`src/rtl/vdma_seq_pkg.sv`:
```
// vdma_seq_pkg -- types shared by the VDMA read- and write-side frame sequencers.
//   seq_state_t : sequencer state encoding
//   cnt16_t     : 16-bit line/pixel/delay count
//   dly_ld()    : turns an N-cycle wait into the load value for seq_delay_cnt
package vdma_seq_pkg;

  typedef logic [15:0] cnt16_t;

  typedef enum logic [2:0] {
    S_IDLE,
    S_VSYNC,
    S_VBLANK,
    S_REQ,
    S_WAIT_LINE,
    S_ACTIVE,
    S_HBLANK
  } seq_state_t;

  // seq_delay_cnt reports done once it has counted down to zero, so an
  // N-cycle wait is loaded with N-1.
  function automatic cnt16_t dly_ld(input int unsigned n);
    return cnt16_t'(n - 1);
  endfunction

endpackage

```
`src/rtl/seq_delay_cnt.sv`:
```
// seq_delay_cnt -- loadable down-counter used for the VSYNC, VBLANK and
// HBLANK waits of the frame sequencer.
//   aclk, aresetn : clock, async active-low reset
//   load          : load load_val this cycle (takes priority over counting)
//   load_val      : value to load; a wait of N cycles loads N-1
//   done          : count is zero (the current cycle is the last of the wait)
module seq_delay_cnt
  import vdma_seq_pkg::*;
(
  input  logic   aclk,
  input  logic   aresetn,
  input  logic   load,
  input  cnt16_t load_val,
  output logic   done
);

  cnt16_t cnt;

  always_ff @(posedge aclk or negedge aresetn) begin
    if (!aresetn)         cnt <= '0;
    else if (load)        cnt <= load_val;
    else if (cnt != '0)   cnt <= cnt - 16'd1;
  end

  assign done = (cnt == '0);

endmodule

```
`src/rtl/stream_out_frame_seq.sv`:
```
// stream_out_frame_seq -- frame/line timing sequencer for the AXI-stream
// output port. Produces vsync/hsync/de/first_vld_byte, one line_req per line,
// and line/frame completion pulses. Pixels advance only on accepted beats
// (out_de && axi_tready), matching the port's rd_en.
//
// Ports:
//   aclk, aresetn        clock, async active-low reset
//   enable               run frames while high (frame in flight always finishes)
//   vactive, hactive     lines/frame and pixels/line, latched at frame start
//   line_rdy             line buffer holds a full line
//   axi_tready           downstream ready
//   line_req             1-cycle line fetch request
//   out_vsync/out_hsync  sync to the port
//   out_de               pixel valid to the port
//   first_vld_byte       first pixel of the frame is on the port
//   line_done/frame_done 1-cycle pulse after the last accepted beat
//   busy                 sequencer not idle
//   cfg_err              sticky: frame start attempted with a zero dimension
//   stall_cnt            cycles with out_de && !axi_tready
//
// Build option: define STREAM_SEQ_STALL_CNT_EN to compile the saturating
// stall counter; otherwise stall_cnt is tied to zero.
module stream_out_frame_seq
  import vdma_seq_pkg::*;
#(
  parameter int unsigned VS_WIDTH = 4,
  parameter int unsigned VBLANK   = 8,
  parameter int unsigned HBLANK   = 4
) (
  input  logic        aclk,
  input  logic        aresetn,
  input  logic        enable,
  input  logic [15:0] vactive,
  input  logic [15:0] hactive,
  input  logic        line_rdy,
  input  logic        axi_tready,
  output logic        line_req,
  output logic        out_vsync,
  output logic        out_hsync,
  output logic        out_de,
  output logic        first_vld_byte,
  output logic        line_done,
  output logic        frame_done,
  output logic        busy,
  output logic        cfg_err,
  output logic [31:0] stall_cnt
);

  localparam cnt16_t VS_LD = dly_ld(VS_WIDTH);
  localparam cnt16_t VB_LD = dly_ld(VBLANK);
  localparam cnt16_t HB_LD = dly_ld(HBLANK);

  seq_state_t state, nxt_state;
  cnt16_t     line_cnt, nxt_line;
  cnt16_t     pix_cnt,  nxt_pix;
  cnt16_t     vact_q,   nxt_vact;
  cnt16_t     hact_q,   nxt_hact;

  logic   dly_load, dly_done;
  cnt16_t dly_val;
  logic   set_err, nxt_ld, nxt_fd;
  logic   accept;

  seq_delay_cnt u_dly (
    .aclk     (aclk),
    .aresetn  (aresetn),
    .load     (dly_load),
    .load_val (dly_val),
    .done     (dly_done)
  );

  // out_de is a registered copy of (state == S_ACTIVE), so this is exactly
  // the beat the port sees as rd_en.
  assign accept = out_de && axi_tready;

  always_comb begin
    nxt_state = state;
    nxt_line  = line_cnt;
    nxt_pix   = pix_cnt;
    nxt_vact  = vact_q;
    nxt_hact  = hact_q;
    dly_load  = 1'b0;
    dly_val   = '0;
    set_err   = 1'b0;
    nxt_ld    = 1'b0;
    nxt_fd    = 1'b0;
    unique case (state)
      S_IDLE: begin
        if (enable) begin
          nxt_vact = vactive;
          nxt_hact = hactive;
          if (vactive == '0 || hactive == '0) begin
            set_err = 1'b1;
          end else begin
            nxt_state = S_VSYNC;
            nxt_line  = '0;
            dly_load  = 1'b1;
            dly_val   = VS_LD;
          end
        end
      end
      S_VSYNC: begin
        if (dly_done) begin
          nxt_state = S_VBLANK;
          dly_load  = 1'b1;
          dly_val   = VB_LD;
        end
      end
      S_VBLANK: if (dly_done) nxt_state = S_REQ;
      S_REQ:    nxt_state = S_WAIT_LINE;
      S_WAIT_LINE: begin
        if (line_rdy) begin
          nxt_state = S_ACTIVE;
          nxt_pix   = '0;
        end
      end
      S_ACTIVE: begin
        // line_rdy is deliberately ignored here: the buffer owns the whole line.
        if (accept) begin
          if (pix_cnt == hact_q - 16'd1) begin
            nxt_ld   = 1'b1;
            nxt_pix  = '0;
            nxt_line = line_cnt + 16'd1;
            if (line_cnt == vact_q - 16'd1) begin
              nxt_fd    = 1'b1;
              nxt_state = S_IDLE;
            end else begin
              nxt_state = S_HBLANK;
              dly_load  = 1'b1;
              dly_val   = HB_LD;
            end
          end else begin
            nxt_pix = pix_cnt + 16'd1;
          end
        end
      end
      S_HBLANK: if (dly_done) nxt_state = S_REQ;
      default:  nxt_state = S_IDLE;
    endcase
  end

  // Outputs are decoded from the next state so they line up with the state
  // they describe while still coming straight from flops.
  always_ff @(posedge aclk or negedge aresetn) begin
    if (!aresetn) begin
      state          <= S_IDLE;
      line_cnt       <= '0;
      pix_cnt        <= '0;
      vact_q         <= '0;
      hact_q         <= '0;
      line_req       <= 1'b0;
      out_vsync      <= 1'b0;
      out_hsync      <= 1'b0;
      out_de         <= 1'b0;
      first_vld_byte <= 1'b0;
      line_done      <= 1'b0;
      frame_done     <= 1'b0;
      busy           <= 1'b0;
      cfg_err        <= 1'b0;
    end else begin
      state          <= nxt_state;
      line_cnt       <= nxt_line;
      pix_cnt        <= nxt_pix;
      vact_q         <= nxt_vact;
      hact_q         <= nxt_hact;
      line_req       <= (nxt_state == S_REQ);
      out_vsync      <= (nxt_state == S_VSYNC);
      out_hsync      <= (nxt_state == S_HBLANK);
      out_de         <= (nxt_state == S_ACTIVE);
      first_vld_byte <= (nxt_state == S_ACTIVE) && (nxt_line == '0) && (nxt_pix == '0);
      line_done      <= nxt_ld;
      frame_done     <= nxt_fd;
      busy           <= (nxt_state != S_IDLE);
      cfg_err        <= cfg_err | set_err;
    end
  end

`ifdef STREAM_SEQ_STALL_CNT_EN
  logic [31:0] stall_q;

  always_ff @(posedge aclk or negedge aresetn) begin
    if (!aresetn)
      stall_q <= '0;
    else if (out_de && !axi_tready && stall_q != 32'hFFFF_FFFF)
      stall_q <= stall_q + 32'd1;
  end

  assign stall_cnt = stall_q;
`else
  assign stall_cnt = '0;
`endif

endmodule

```
`config.mk`:
```
export PLATFORM = sky130hd
export DESIGN_NAME = stream_out_frame_seq
export DESIGN_NICKNAME = d
export VERILOG_FILES = /design/src/rtl/vdma_seq_pkg.sv /design/src/rtl/seq_delay_cnt.sv /design/src/rtl/stream_out_frame_seq.sv
export SDC_FILE = /design/constraint.sdc
export NUM_CORES = 1
export LEC_CHECK = 0
export CAP_MARGIN = 10
export CORE_ASPECT_RATIO = 1.4
export CORE_MARGIN = 1.5
export CORE_UTILIZATION = 48
export DETAILED_ROUTE_END_ITERATION = 8
export DONT_BUFFER_PORTS = 1
export SLEW_MARGIN = 5
export SYNTH_ARGS = -nofsm -noshare
export SYNTH_HDL_FRONTEND = slang
export SYNTH_SLANG_ARGS = --single-unit
export TNS_END_PERCENT = 5
```
`constraint.sdc`:
```
create_clock -name aclk -period 10.74 [get_ports aclk]
set_input_delay 3.222 -clock aclk [delete_from_list [all_inputs] [get_ports aclk]]
set_output_delay 3.222 -clock aclk [all_outputs]
set_load 0.03 [all_outputs]
```
# After elaboration in Yosys (flattened, before gate mapping)
# Cells that the tools add are included.
# word_totals
register_bits	92
input_bits	37
out_inout_bits	41
# classes
add_sub_neg	5
eq_ne	12
mux	44
bitwise_logic	1
n_reduce_logical	15
# op_table
op	n
2-to-1 mux 16 bit	9
logical NOT 16 bit	5
case mux 16 bit (2 select lines)	2
subtractor 16 x 1 -> 16 bit (second input constant)	3
adder 16 x 1 -> 16 bit (second input constant)	2
== test 16 bit	2
2-to-1 mux 3 bit	9
case mux 3 bit (6 select lines)	1
2-to-1 mux 1 bit	16
nonzero test 16 bit	1
== test 3 bit (second input constant)	5
2-to-1 mux 2 bit	5
== test 3 x 2 -> 1 bit (second input constant)	3
case mux 3 bit (3 select lines)	1
== test 3 x 1 -> 1 bit (second input constant)	2
logical AND 1 bit	3
logical NOT 3 bit	1
case mux 1 bit (3 select lines)	1
nonzero test 3 bit	1
AND reduction 2 bit	1
nonzero test 2 bit	1
OR reduction 2 bit	1
logical OR 1 bit	1
bitwise OR 1 bit	1

# Longest topological paths before layout
# depth
word_depth	9
mapped_depth	15
depth_no_buf	13

# Modules after synthesis
# Synthesis repeated with hierarchy kept, for this count alone.
# hier_totals
cells_unflattened	690
hier_area_um2	6238.5
# by_module_without_submodules
module	n_inst	cells_each	area_each_um2	seq_area_each_um2
stream_out_frame_seq	1	586	5232.5	1901.8
seq_delay_cnt	1	104	1006.0	400.4

# Worst setup path after synthesis
# OpenSTA, ideal clock, no wires.
# synth_path
path_type	in2reg
from	in axi_tready
to	reg first_vld_byte
setup_ns	0.096
arrival_ns	5.751
required_time_ns	10.644
setup_slack_ns	4.893
cell_stages	10
path_buffers	0
path_cell_list	and2_0 > nand3_1 > or3_1 > a211oi_1 > nand4_4 > or3_4 > a22o_1 > a2111oi_2 > nand4_1 > nor4_2
# synth_between
elab_chain_cells	6
# synth_lines
item	line	source
start: declaration	stream_out_frame_seq.sv:36	input logic axi_tready,
logical AND 1 bit (*)	stream_out_frame_seq.sv:74	assign accept = out_de && axi_tready;
2-to-1 mux 16 bit / 2-to-1 mux 3 bit (equally long branches)	stream_out_frame_seq.sv:119	if (accept) begin
case mux 16 bit (2 select lines) / case mux 3 bit (6 select lines) (equally long branches)	stream_out_frame_seq.sv:87	unique case (state)
logical NOT 16 bit / == test 3 bit (equally long branches)	stream_out_frame_seq.sv:170	first_vld_byte <= (nxt_state == S_ACTIVE) && (nxt_line == '0) && (nxt_pix == '0);
logical AND 1 bit	stream_out_frame_seq.sv:170	
logical AND 1 bit (*)	stream_out_frame_seq.sv:170	
end signal: assignment	stream_out_frame_seq.sv:170	
end: declaration	stream_out_frame_seq.sv:41	output logic first_vld_byte,
# Mark *: on every way between the ends. The rest lies on a longest branch, timed or not.
# A chain may end at the register's enable or synchronous reset.

# Final worst setup path
# layout_path
from	in axi_tready
to	reg first_vld_byte
# layout_lines
item	line	source
logical AND 1 bit	stream_out_frame_seq.sv:74	
2-to-1 mux 16 bit	stream_out_frame_seq.sv:119	
case mux 16 bit (2 select lines)	stream_out_frame_seq.sv:87	
named net nxt_pix[1]	stream_out_frame_seq.sv:55	cnt16_t pix_cnt, nxt_pix;
logical NOT 16 bit	stream_out_frame_seq.sv:170	
logical AND 1 bit	stream_out_frame_seq.sv:170	
# The timed path passes the listed nets, and every way through them passes these cells.

==> flow_metrics.env <==
export IMPL_clock_skew_ns=0.0111
export IMPL_worstReg2RegStart="hact_q[0]"
export IMPL_post_dp_hpwl_um=10900
export IMPL_start_util=0.490
export IMPL_layout_drive_gt1_share=0.0963
export IMPL_ys_seq_elements=92
export IMPL_final_cell_mix="92 x dfrtp_1, 49 x nand2_1, 49 x nor2_1"
export IMPL_critPathRequiredTime_ns=11.00
export IMPL_overall_fraction_of_global_route_tracks_in_use=0.228
export IMPL_syn_area_um2=6010
export IMPL_design_final_nets=691
export IMPL_synthesis_area_per_instance_um2=8.91
export IMPL_drv_cap=0
export IMPL_post_place_cells=788
export IMPL_worst_r2r_endpoint="first_vld_byte"
export IMPL_synth_async_reset_ratio=1.00
export IMPL_detail_route_wl_per_cell_um=18.4
export IMPL_h_tree_depth=3
export IMPL_critPathArrivalTime_ns=6.52
export IMPL_cts_hold_fix_buffers=0
export IMPL_yosysTopAreaCellShare=0.383
export IMPL_netlist_top_cells_area="dfrtp_1 38%, mux2_2 4.9%, buf_4 4.1%"
export IMPL_worst_r2r_path_depth=11
export IMPL_timing_hold_worst_start="vact_q[15]"
export IMPL_grt_ovfl_total=0
export IMPL_clk_insertion_delay_late_ns=0.35
export IMPL_type_of_origin_of_the_critical_path="primary input"
export IMPL_irDropWorstVdd_mv=0.103
export IMPL_cts_buffer_depth=2
export IMPL_status="finished clean"
export IMPL_clockRootBuffer="clkbuf_16"
export IMPL_antenna_cells=0
export IMPL_fin_tns_setup_ns=0
export IMPL_synth_edf_count=0
export IMPL_hold_violations=0
export IMPL_fin_hold_ws_ns=0.540
export IMPL_tightestPinTransition_ns=0.820
export IMPL_timing_worst_setup_path_type="primary input to flip-flop"
export IMPL_drt_initial_drc_count=189
export IMPL_power_density_nw_per_um2=148
export IMPL_final_min_period_over_clock_period=0.582
export IMPL_maxSlewViolCount=0
export IMPL_fp_dieH_um=135
export IMPL_dominantRegCellSynth="dfrtp_1"
export IMPL_layoutNonFillerInstCount=804
export IMPL_drt_antenna_violating_nets=0
export IMPL_path_max_fanout=15
export IMPL_fp_coreArea_um2=12300
export IMPL_worstSetupEndpoint="first_vld_byte"
export IMPL_setup_worst_path_end_class="flip-flop"
export IMPL_cts_inserted_buffers=9
export IMPL_reg2reg_setup_slack_ns=6.33
export IMPL_max_freq_mhz=160
export IMPL_cts_resized=0
export IMPL_cts_tree="yes"
export IMPL_yosysWarningCount=0
export IMPL_mostFrequentLayoutCell="dfrtp_1"
export IMPL_rsz_0062_raised_after_global_routing="no"
export IMPL_fillerInstances=1190
export IMPL_die_span_in_x_um=97.6
export IMPL_area_growth_pct=4.21
export IMPL_post_dr_vias_cell=6.06
export IMPL_yosys_area_top_type="dfrtp_1"
export IMPL_post_cts_setup_buffer_count=0
export IMPL_placementRows=48
export IMPL_syn_inst=674
export IMPL_finalCriticalPeriod_ns=6.25
export IMPL_cts_num_sinks=92
export IMPL_leakagePower_nw=2.66
export IMPL_yosysUniqueCellTypes=76
export IMPL_first_pass_iteration_count_of_the_detailed_router=4
export IMPL_place_gp_congestion=0.860
export IMPL_worst_setup_hold_path_clk_slew_ns=0.07
export IMPL_ioPinCount=78
export IMPL_io_buffers=0
export IMPL_drt_total_wl_um=14800
export IMPL_number_of_global_route_vias_before_repair=4847
export IMPL_worstHoldPathType="flip-flop to flip-flop"
export IMPL_final_setup_viol_count=0
export IMPL_post_route_drc_count=0
export IMPL_maximum_number_of_pins_on_one_net_before_global_route_repair=93
export IMPL_power_w=0.000928
export IMPL_number_of_antenna_violations_at_the_first_check_in_global_routing=0
export IMPL_die_area_um2=13200
export IMPL_grt_first_pass_wirelength_um=23900
export IMPL_slew_limit_headroom=0.448
export IMPL_route_vias_total=4870
export IMPL_synth_sequential_area_ratio=0.383
export IMPL_worstSetupStartpoint="axi_tready"
[registers in the layout, summed over array words and instances (netlist names)]
name	count
line_req	1
out_de	1
out_hsync	1
frame_done	1
vact_q	16
u_dly.cnt	16
line_done	1
busy	1
cfg_err	1
out_vsync	1
line_cnt	16
first_vld_byte	1
state	3
pix_cnt	16
hact_q	16
[cell families (layout without fill, tap and decap cells)]
group	count (synthesis)	after routing	synth area share
buf+inv	100	49	0.0850
compound gates	129	129	0.149
other cells	1	32	0.000624
xor+xnor	50	50	0.0752
mux	30	30	0.0554
simple gates	267	267	0.241
fa+ha+maj	5	5	0.0104
flops	92	92	0.383
[layer usage]
metal / GRT usage / part of all wire / vias to the layer above / wire [um]
li1: - / - / 2334 / -
met1: 0.260 / 0.40 / 2386 / 5860
met2: 0.408 / 0.53 / 115 / 7900
met3: 0.0372 / 0.037 / 35 / 542
met4: 0.125 / 0.035 / 0 / 521
met5: 0 / 0 / - / 0
[layout make-up]
type / instances / area, um^2 / area share
clock buffers: 10 / 239 / 0.0382
clock inverters: 6 / 71.3 / 0.0114
well taps: 150 / 188 / 0.0300
multi-input cells: 513 / 3320 / 0.530
repair buffers: 5 / 37.5 / 0.00600
inverters: 28 / 105 / 0.0168
flip-flops and latches: 92 / 2300 / 0.368
[where the power goes]
part           switching [W]  total (W)  internal (W)  leakage, nW
Clock               0.000145   0.000334      0.000189        0.151
Combinational      0.0000839   0.000152     0.0000678         1.36
Sequential         0.0000586   0.000442      0.000384         1.14
Total               0.000287   0.000928      0.000641         2.66
[through the flow]
stage	instance area (um^2)	utilization	setup WS [ns]
CTS	6260	0.511	4.51
finish	6260	0.511	4.49
detailed placement	5950	0.486	4.14
global route	6260	0.511	4.28
global placement	5950	0.486	4.22
floorplan	6120	-	4.89
[critical path, stage by stage]
cell and delay (ns):
and2_0 0.28, nand3_1 0.13, or3_1 0.34, a211oi_1 0.41, and4_1 0.69, nor2_1 0.37
a32o_1 0.36, or4_1 0.48, nor4_2 0.21
[worst min-delay path by stage]
stage	end	slack, ns	depth (start not counted)
global route	vact_q[15]	0.57	1
floorplan	u_dly.cnt[1]	0.48	2
finish	vact_q[15]	0.54	1
global placement	u_dly.cnt[1]	0.50	2
detailed placement	vact_q[15]	0.53	1
CTS	vact_q[15]	0.55	1
[synth_stat cells (all sizes together) (4+ instances only)]
| library cell | count |
|---|---|
| or3 | 11 |
| o21a | 4 |
| a211oi | 4 |
| o31a | 4 |
| mux2 | 26 |
| a21oi | 10 |
| and4 | 4 |
| o21ai | 40 |
| nand2 | 49 |
| or4 | 10 |
| buf | 37 |
| xnor2 | 27 |
| mux2i | 4 |
| o211ai | 6 |
| dfrtp | 92 |
| a31oi | 13 |
| and3 | 10 |
| nand4 | 13 |
| o31ai | 8 |
| o22ai | 4 |
| xor2 | 22 |
| nand3 | 40 |
| a21o | 5 |
| nand2b | 7 |
| clkbuf | 35 |
| nor2b | 4 |
| nor3 | 22 |
| nor2 | 49 |
| inv | 27 |
| nor4 | 26 |
| and2 | 4 |
| ha | 5 |
Power figures use the tool's default switching activity.
